<file path="src/rtl/timing_bank.sv">
// Multi-channel up-counter bank sharing one prescaler. Each channel has
// start/halt triggers, a live terminal count, a one-shot or auto-reload mode and a sticky flag.
module timing_bank #(
   parameter int NUM_CH  = 4,
   parameter int CNT_W   = 32,
   parameter int PRESC_W = 16
) (
   input  logic                      clk,
   input  logic                      reset,
   input  logic [NUM_CH-1:0]         ro_trig_start,
   input  logic [NUM_CH-1:0]         ro_trig_halt,
   input  logic [NUM_CH-1:0]         ro_mode,
   input  logic [NUM_CH*CNT_W-1:0]   ro_termcount,
   input  logic [PRESC_W-1:0]        ro_prescale,
   input  logic [NUM_CH-1:0]         ro_int_clr,
   input  logic [NUM_CH-1:0]         ro_int_en,
   output logic [NUM_CH-1:0]         rf_status,
   output logic [NUM_CH*CNT_W-1:0]   rf_currcount,
   output logic [NUM_CH-1:0]         rf_int,
   output logic                      rf_irq
);

   typedef enum logic [1:0] {
      ST_IDLE = 2'd0,
      ST_RUN  = 2'd1,
      ST_DONE = 2'd2
   } state_t;

   localparam logic [PRESC_W-1:0] PRESC_ONE = 1;
   localparam logic [CNT_W-1:0]   CNT_ONE   = 1;

   logic [PRESC_W-1:0] r_presc_cnt;
   logic [PRESC_W-1:0] w_presc_next;
   logic               w_any_run;
   logic               w_tick;
   logic [NUM_CH-1:0]  w_run_vec;
   logic [NUM_CH-1:0]  w_fire_vec;
   logic [NUM_CH-1:0]  r_int;
   logic [NUM_CH-1:0]  w_int_next;
   logic               r_irq;

   // Shared prescaler: the >= compare lets a lowered ro_prescale take effect without wrapping.
   always_comb begin
      w_any_run    = |w_run_vec;
      w_tick       = w_any_run && (r_presc_cnt >= ro_prescale);
      w_presc_next = r_presc_cnt;
      if (!w_any_run) begin
         w_presc_next = '0;
      end else if (w_tick) begin
         w_presc_next = '0;
      end else begin
         w_presc_next = r_presc_cnt + PRESC_ONE;
      end
   end

   always_ff @(posedge clk) begin
      if (reset) begin
         r_presc_cnt <= '0;
      end else begin
         r_presc_cnt <= w_presc_next;
      end
   end

   genvar gi;
   generate
      for (gi = 0; gi < NUM_CH; gi++) begin : g_ch
         state_t           r_state;
         state_t           w_state_next;
         logic [CNT_W-1:0] r_cnt;
         logic [CNT_W-1:0] w_cnt_next;
         logic [CNT_W-1:0] w_term;
         logic             w_fire;

         assign w_term = ro_termcount[gi*CNT_W +: CNT_W];

         // Halt beats start, and either trigger swallows a coincident tick.
         always_comb begin
            w_state_next = r_state;
            w_cnt_next   = r_cnt;
            w_fire       = 1'b0;
            if (ro_trig_halt[gi]) begin
               w_state_next = ST_IDLE;
            end else if (ro_trig_start[gi]) begin
               w_state_next = ST_RUN;
               w_cnt_next   = '0;
            end else if ((r_state == ST_RUN) && w_tick) begin
               if (r_cnt >= w_term) begin
                  w_fire = 1'b1;
                  if (ro_mode[gi]) begin
                     w_cnt_next = '0;
                  end else begin
                     w_state_next = ST_DONE;
                  end
               end else begin
                  w_cnt_next = r_cnt + CNT_ONE;
               end
            end
         end

         always_ff @(posedge clk) begin
            if (reset) begin
               r_state <= ST_IDLE;
               r_cnt   <= '0;
            end else begin
               r_state <= w_state_next;
               r_cnt   <= w_cnt_next;
            end
         end

         assign w_run_vec[gi]                      = (r_state == ST_RUN);
         assign w_fire_vec[gi]                     = w_fire;
         assign rf_currcount[gi*CNT_W +: CNT_W]    = r_cnt;
      end
   endgenerate

   // A terminal event on the same cycle as a clear keeps the flag set.
   assign w_int_next = w_fire_vec | (r_int & ~ro_int_clr);

   always_ff @(posedge clk) begin
      if (reset) begin
         r_int <= '0;
         r_irq <= 1'b0;
      end else begin
         r_int <= w_int_next;
         r_irq <= |(r_int & ro_int_en);
      end
   end

   assign rf_status = w_run_vec;
   assign rf_int    = r_int;
   assign rf_irq    = r_irq;

endmodule

</file>
<file path="config.mk">
export PLATFORM = sky130hd
export DESIGN_NAME = timing_bank
export DESIGN_NICKNAME = d
export VERILOG_FILES = /design/src/rtl/timing_bank.sv
export SDC_FILE = /design/constraint.sdc
export NUM_CORES = 1
export LEC_CHECK = 0
export BUFFER_PORTS_ARGS = -buffer_cell sky130_fd_sc_hd__buf_2
export CORE_MARGIN = 3
export CORE_UTILIZATION = 54
export CTS_CLUSTER_DIAMETER = 30
export DETAILED_ROUTE_END_ITERATION = 6
export GPL_ROUTABILITY_DRIVEN = 0
export HOLD_SLACK_MARGIN = 0.08
export PLACE_DENSITY = 0.93
export SLEW_MARGIN = 20
export SYNTH_ARGS = -nofsm -noshare
export SYNTH_HDL_FRONTEND = slang
export SYNTH_SLANG_ARGS = --single-unit
</file>
<file path="constraint.sdc">
create_clock -name clk -period 3.79 [get_ports clk]
set_clock_uncertainty 0.2 [all_clocks]
set_input_delay 0.1895 -clock clk [delete_from_list [all_inputs] [get_ports clk]]
set_output_delay 0.1895 -clock clk [all_outputs]
set_load 0.05 [all_outputs]
</file>
# [After elaboration in Yosys (flattened, before gate mapping)]
# Cells that the tools add are included.
[totals] regBits=157 in_bits=166 output_inout_bits=137 wordCells=134
[op_classes] add_sub_neg=5 n_lt_le_gt_ge=5 n_eq_ne=12 muxes=48 bitwise_logic=13 n_reduce_logical=36
[op_table] cell="2-to-1 mux 32 bit" n=16
[op_table] cell="adder 32 x 1 -> 32 bit (second input constant)" n=4
[op_table] cell=">= comparator 32 bit" n=4
[op_table] cell="AND reduction 3 bit" n=12
[op_table] cell="2-to-1 mux 1 bit" n=32
[op_table] cell="adder 16 x 1 -> 16 bit (second input constant)" n=1
[op_table] cell=">= comparator 16 bit" n=1
[op_table] cell="nonzero test 2 bit" n=8
[op_table] cell="OR reduction 3 bit" n=5
[op_table] cell="!= test 3 bit (second input constant)" n=4
[op_table] cell="NOT 1 bit" n=9
[op_table] cell="bitwise AND 4 bit" n=2
[op_table] cell="== test 2 x 1 -> 1 bit (second input constant)" n=4
[op_table] cell="!= test 2 bit (second input constant)" n=4
[op_table] cell="OR reduction 2 bit" n=4
[op_table] cell="OR reduction 4 bit" n=2
[op_table] cell="logical AND 1 bit" n=5
[op_table] cell="NOT 4 bit" n=1
[op_table] cell="OR 4 bit" n=1

# [Longest topological paths before layout]
[logic_depth] ltp_word=8 ltp_mapped=12 mapped_depth_nobuf=10

# [Worst setup path before layout]
# Ideal clock, no wire load.
[synth_timing] path_kind="reg-to-reg" startpoint="register g_ch[1].r_cnt[2]" endpoint="register g_ch[1].r_cnt[19]" setup_time_ns=0.074 t_arrival_ns=2.975 t_required_ns=3.516 slack_ns=0.541 stages_incl_launch_ff=11 path_buffers=1 period_less_slack_ns=3.249 cell_sequence="dfxtp_1 -> ha_1 -> a211o_1 -> a31oi_1 -> o21ai_1 -> a2111oi_2 -> a21o_2 -> nor4b_4 -> buf_6 -> nand4_1 -> mux2i_1"
[synth_via] elab_chain_cells=4 elab_cells_between_ends=7 classes_between="1 x add/sub; 1 x order compare; 1 x eq/ne; 3 x mux; 1 x reduce/logical"
[synth_lines] element="from (decl)" line="69" source="logic [CNT_W-1:0] r_cnt;"
[synth_lines] element="from (signal assigned)" line="106" source="r_cnt <= w_cnt_next;"
[synth_lines] element="adder 32 x 1 -> 32 bit or >= comparator 32 bit (tied branches)" line="95, 87"
[synth_lines] element="2-to-1 mux 32 bit" line="87" source="if (r_cnt >= w_term) begin"
[synth_lines] element="2-to-1 mux 32 bit" line="86" source="end else if ((r_state == ST_RUN) && w_tick) begin"
[synth_lines] element="2-to-1 mux 32 bit" line="83" source="end else if (ro_trig_start[gi]) begin"
# Several ways; a longest one is shown, not always the timed one. The select of a mux whose other input is x is not followed.
# A chain may end at the register's enable or synchronous reset.

# [Worst setup path in the final report]
[layout_timing] startpoint="register r_presc_cnt[0]" endpoint="register r_int[1], in the netlist rf_int[1]"
[layout_via] elab_chain_cells=7
[layout_lines] element="from (decl)" line="32" source="logic [PRESC_W-1:0] r_presc_cnt;"
[layout_lines] element="from (signal assigned)" line="60" source="r_presc_cnt <= w_presc_next;"
[layout_lines] element=">= comparator 16 bit" line="45" source="w_tick = w_any_run && (r_presc_cnt >= ro_prescale);"
[layout_lines] element="logical AND 1 bit" line="45"
[layout_lines] element="logical AND 1 bit" line="86"
[layout_lines] element="2-to-1 mux 1 bit" line="86"
[layout_lines] element="2-to-1 mux 1 bit" line="83"
[layout_lines] element="2-to-1 mux 1 bit" line="81" source="if (ro_trig_halt[gi]) begin"
[layout_lines] element="OR 4 bit" line="117" source="assign w_int_next = w_fire_vec | (r_int & ~ro_int_clr);"
[layout_lines] element="to (signal assigned)" line="124" source="r_int <= w_int_next;"
[layout_lines] element="to (decl)" line="38" source="logic [NUM_CH-1:0] r_int;"
# No other way between the ends.

==> metrics.yaml <==
final_layout:
  nFillCells: 1562
  ff_latch_area_sq_mm: 0.00314
  final_net_count: 2122
  final_layout_size_suffix_gt1_frac: 0.208
  n_antenna_cell: 0
  multi_input_area_sq_mm: 0.00748
  post-route-util: 0.688
  areaGrowthSynthToFinish_pct: 23.9
clocking:
  cts_root_buffer: "clkbuf_16"
  cts.sink_count: 157
  clk-insertion-delay-late_ns: 0.42
  h-tree-depth: 4
  cts_setup_buffers: 0
  cts_tree: "built"
  cts_buffer_depth: 2
  numCtsBuffers: 17
  clk_pin_slew_ns: 0.06
timing:
  slew_violations: 0
  rsz0062_at_grt: "no"
  slew_headroom: 0.266
  finalHoldViolCount: 0
  finalWorstSetupSlack_ns: 0.349
  setup_tns_ns: 0
  fmax_ghz: 0.291
  tightest_slew_ns: 1.09
  finalSetupViolCount: 0
  period_minus_slack_ns: 3.44
  layout_worst_path_cycle_share: 0.908
  hold_ws_ns: 0.107
synthesis:
  synth_edf_count: 0
  synth_top_area_frac: 0.276
  ys_ff_latch: 157
  synthesis.nets: 1794
  synth_area_leaders: "dfxtp_1, ha_1, inv_1"
  yosys_warnings: 0
  syn_area_sq_mm: 0.0114
  async_reset_ff_frac: 0
  ys.flop_type: "dfxtp_1"
  syn_avg_cell_area_sq_um: 7.70
  yosysUniqueCellTypes: 76
  seq_area_frac_synth: 0.276
  synth_cells: 1479
  yosysMostFrequentCell: "inv_1"
  synth_top_area_cell: "dfxtp_1"
  synth_common_cells: "inv_1, dfxtp_1, nand2_1"
pwr:
  powerDensity_mw_per_mm2: 276
  clkPwrFrac: 0.461
  ir_drop_mv: 0.276
  swShare: 0.240
  leakage_uw: 0.00711
  seq_power_share: 0.427
  comb_power_share: 0.112
  power_report.internal_total_uw: 2960
  switching_power_uw: 936
floorplanning:
  ios: 303
  rows: 52
  die_w_um: 151
  die_y_um: 151
  coreArea_sq_mm: 0.0205
  die_area_sq_mm: 0.0229
  start_util: 0.556
worst_setup_path:
  slowest_delay_ns: 0.55
  worstSetupStartpointType: "register"
  slowest_stage: "dlygate4sd3_1"
  crit_fanout: 9
  crit_required_ns: 3.95
  crit_type: "reg -> reg"
  worstPathArrival_ns: 3.60
  crit_chain: "inv_1, ha_1, nand2b_1, a211o_1, a21oi_1, o311a_4, a21o_1, or3_1, o32a_1, dlygate4sd3_1, nor2_1"
  cp-end-kind: "register"
  worstRegToRegCells: 11
route:
  drc: 0
  via_per_inst: 6.03
  final_antenna_net_count: 0
  wirelength_um: 34900
  drtIter0Drc: 892
  wl_per_cell_um: 16.7
  first_pass_iters: 7
  num_vias: 12600
placement:
  hpwl_um: 26500
  place_ws_ns: 0.546
  port-buffer-count: 302
min_path:
  min_delay_path_depth: 3
  hold_class: "in -> reg"
grt:
  gr-total-overflow: 0
  grt_max_degree: 33
  busiest_layer: "met2"
  met1_usage: 0.347
  grt_pass1_vias: 12000
  grt_use_met3: 0.0566
  grt_pass1_wl_um: 55300
  use_met2: 0.508
  antenna_found_initial: 0
  grt_use_total: 0.291
flow_run:
  drv_cap: 0
run_status:
  outcome: "finished, final reports clean"
## state kept, by name, summed over array words and instances, names as in the netlist
| register | cells |
|---|---|
| r_presc_cnt | 16 |
| g_ch.r_cnt | 128 |
| rf_int | 4 |
| rf_irq | 1 |
| g_ch.r_state | 8 |
## cells by family (layout without fill, tap and decap cells)
group / after synthesis / after routing / synth area share
AND/OR/NAND/NOR: 533 / 533 / 0.235
flip-flops: 157 / 157 / 0.276
AO/OA/AOI/OAI: 410 / 410 / 0.232
adder cells (fa/ha/maj): 149 / 149 / 0.164
multiplexers: 13 / 13 / 0.0118
XOR/XNOR: 15 / 15 / 0.0115
buffers and inverters: 202 / 542 / 0.0702
## power by group through the flow
stage	clock network, uW	logic (uW)	registers (uW)
5_1_grt	1900	488	1660
2_1_floorplan	0	231	1710
4_1_cts	1820	431	1660
3_3_place_gp	0	392	1700
6_report	1790	437	1660
3_5_place_dp	0	413	1700
## final timing paths
check	from	to	slack (ns)
max	r_presc_cnt[0]	rf_int[1]	0.35
min	reset	rf_int[1]	0.11
max reg2reg	r_presc_cnt[0]	rf_int[1]	0.35
min reg2reg	r_presc_cnt[0]	r_presc_cnt[0]	0.28
## metal layers
layer / wire length, um / vias to the layer above
li1: - / 6031
met1: 13600 / 5815
met2: 17100 / 638
met3: 2990 / 109
met4: 1230 / 0
met5: 0 / -
## layout make-up
class                      instances  area share
multi-input combinational       1120       0.530
tap                              270      0.0239
inverter                         162      0.0431
clock inverter                    10      0.0117
timing repair buffer             349       0.136
sequential                       157       0.223
clock buffer                      21      0.0319
## worst max-delay path, delay by kind of cell, from the launching register on
kind / cells / cell delay [ns]
flip-flops: 1 / 0.39
AO/OA/AOI/OAI: 5 / 1.25
AND/OR/NAND/NOR: 3 / 0.65
adder cells (fa/ha/maj): 1 / 0.26
buffers and inverters: 2 / 0.61
## stage by stage
step	power (uW)	std cells	cell area [sq um]
after floorplan	1940	1479	11400
after global placement	2090	2035	13300
after detailed placement	2110	2035	13300
after CTS	3910	2089	14100
after global routing	4050	2089	14100
final	3890	2089	14100
## cells in the final DEF, fill, tap and decap left out, types with 54 or more instances in the layout
cell     count
dfxtp_1    157
o21ai_0     87
nand2_1    154
nor2_1      90
a31oi_1     54
ha_1       149
a21oi_1    115
inv_1      162
nand3_1     66
buf_2      302
## timing repair
item	4_1_cts	5_1_grt
hold buffers	23	0
hold endpoints to repair	21	0
gates resized for setup	0	1
setup endpoints to repair	0	1
Note: power is estimated with default switching activity, not from simulation.
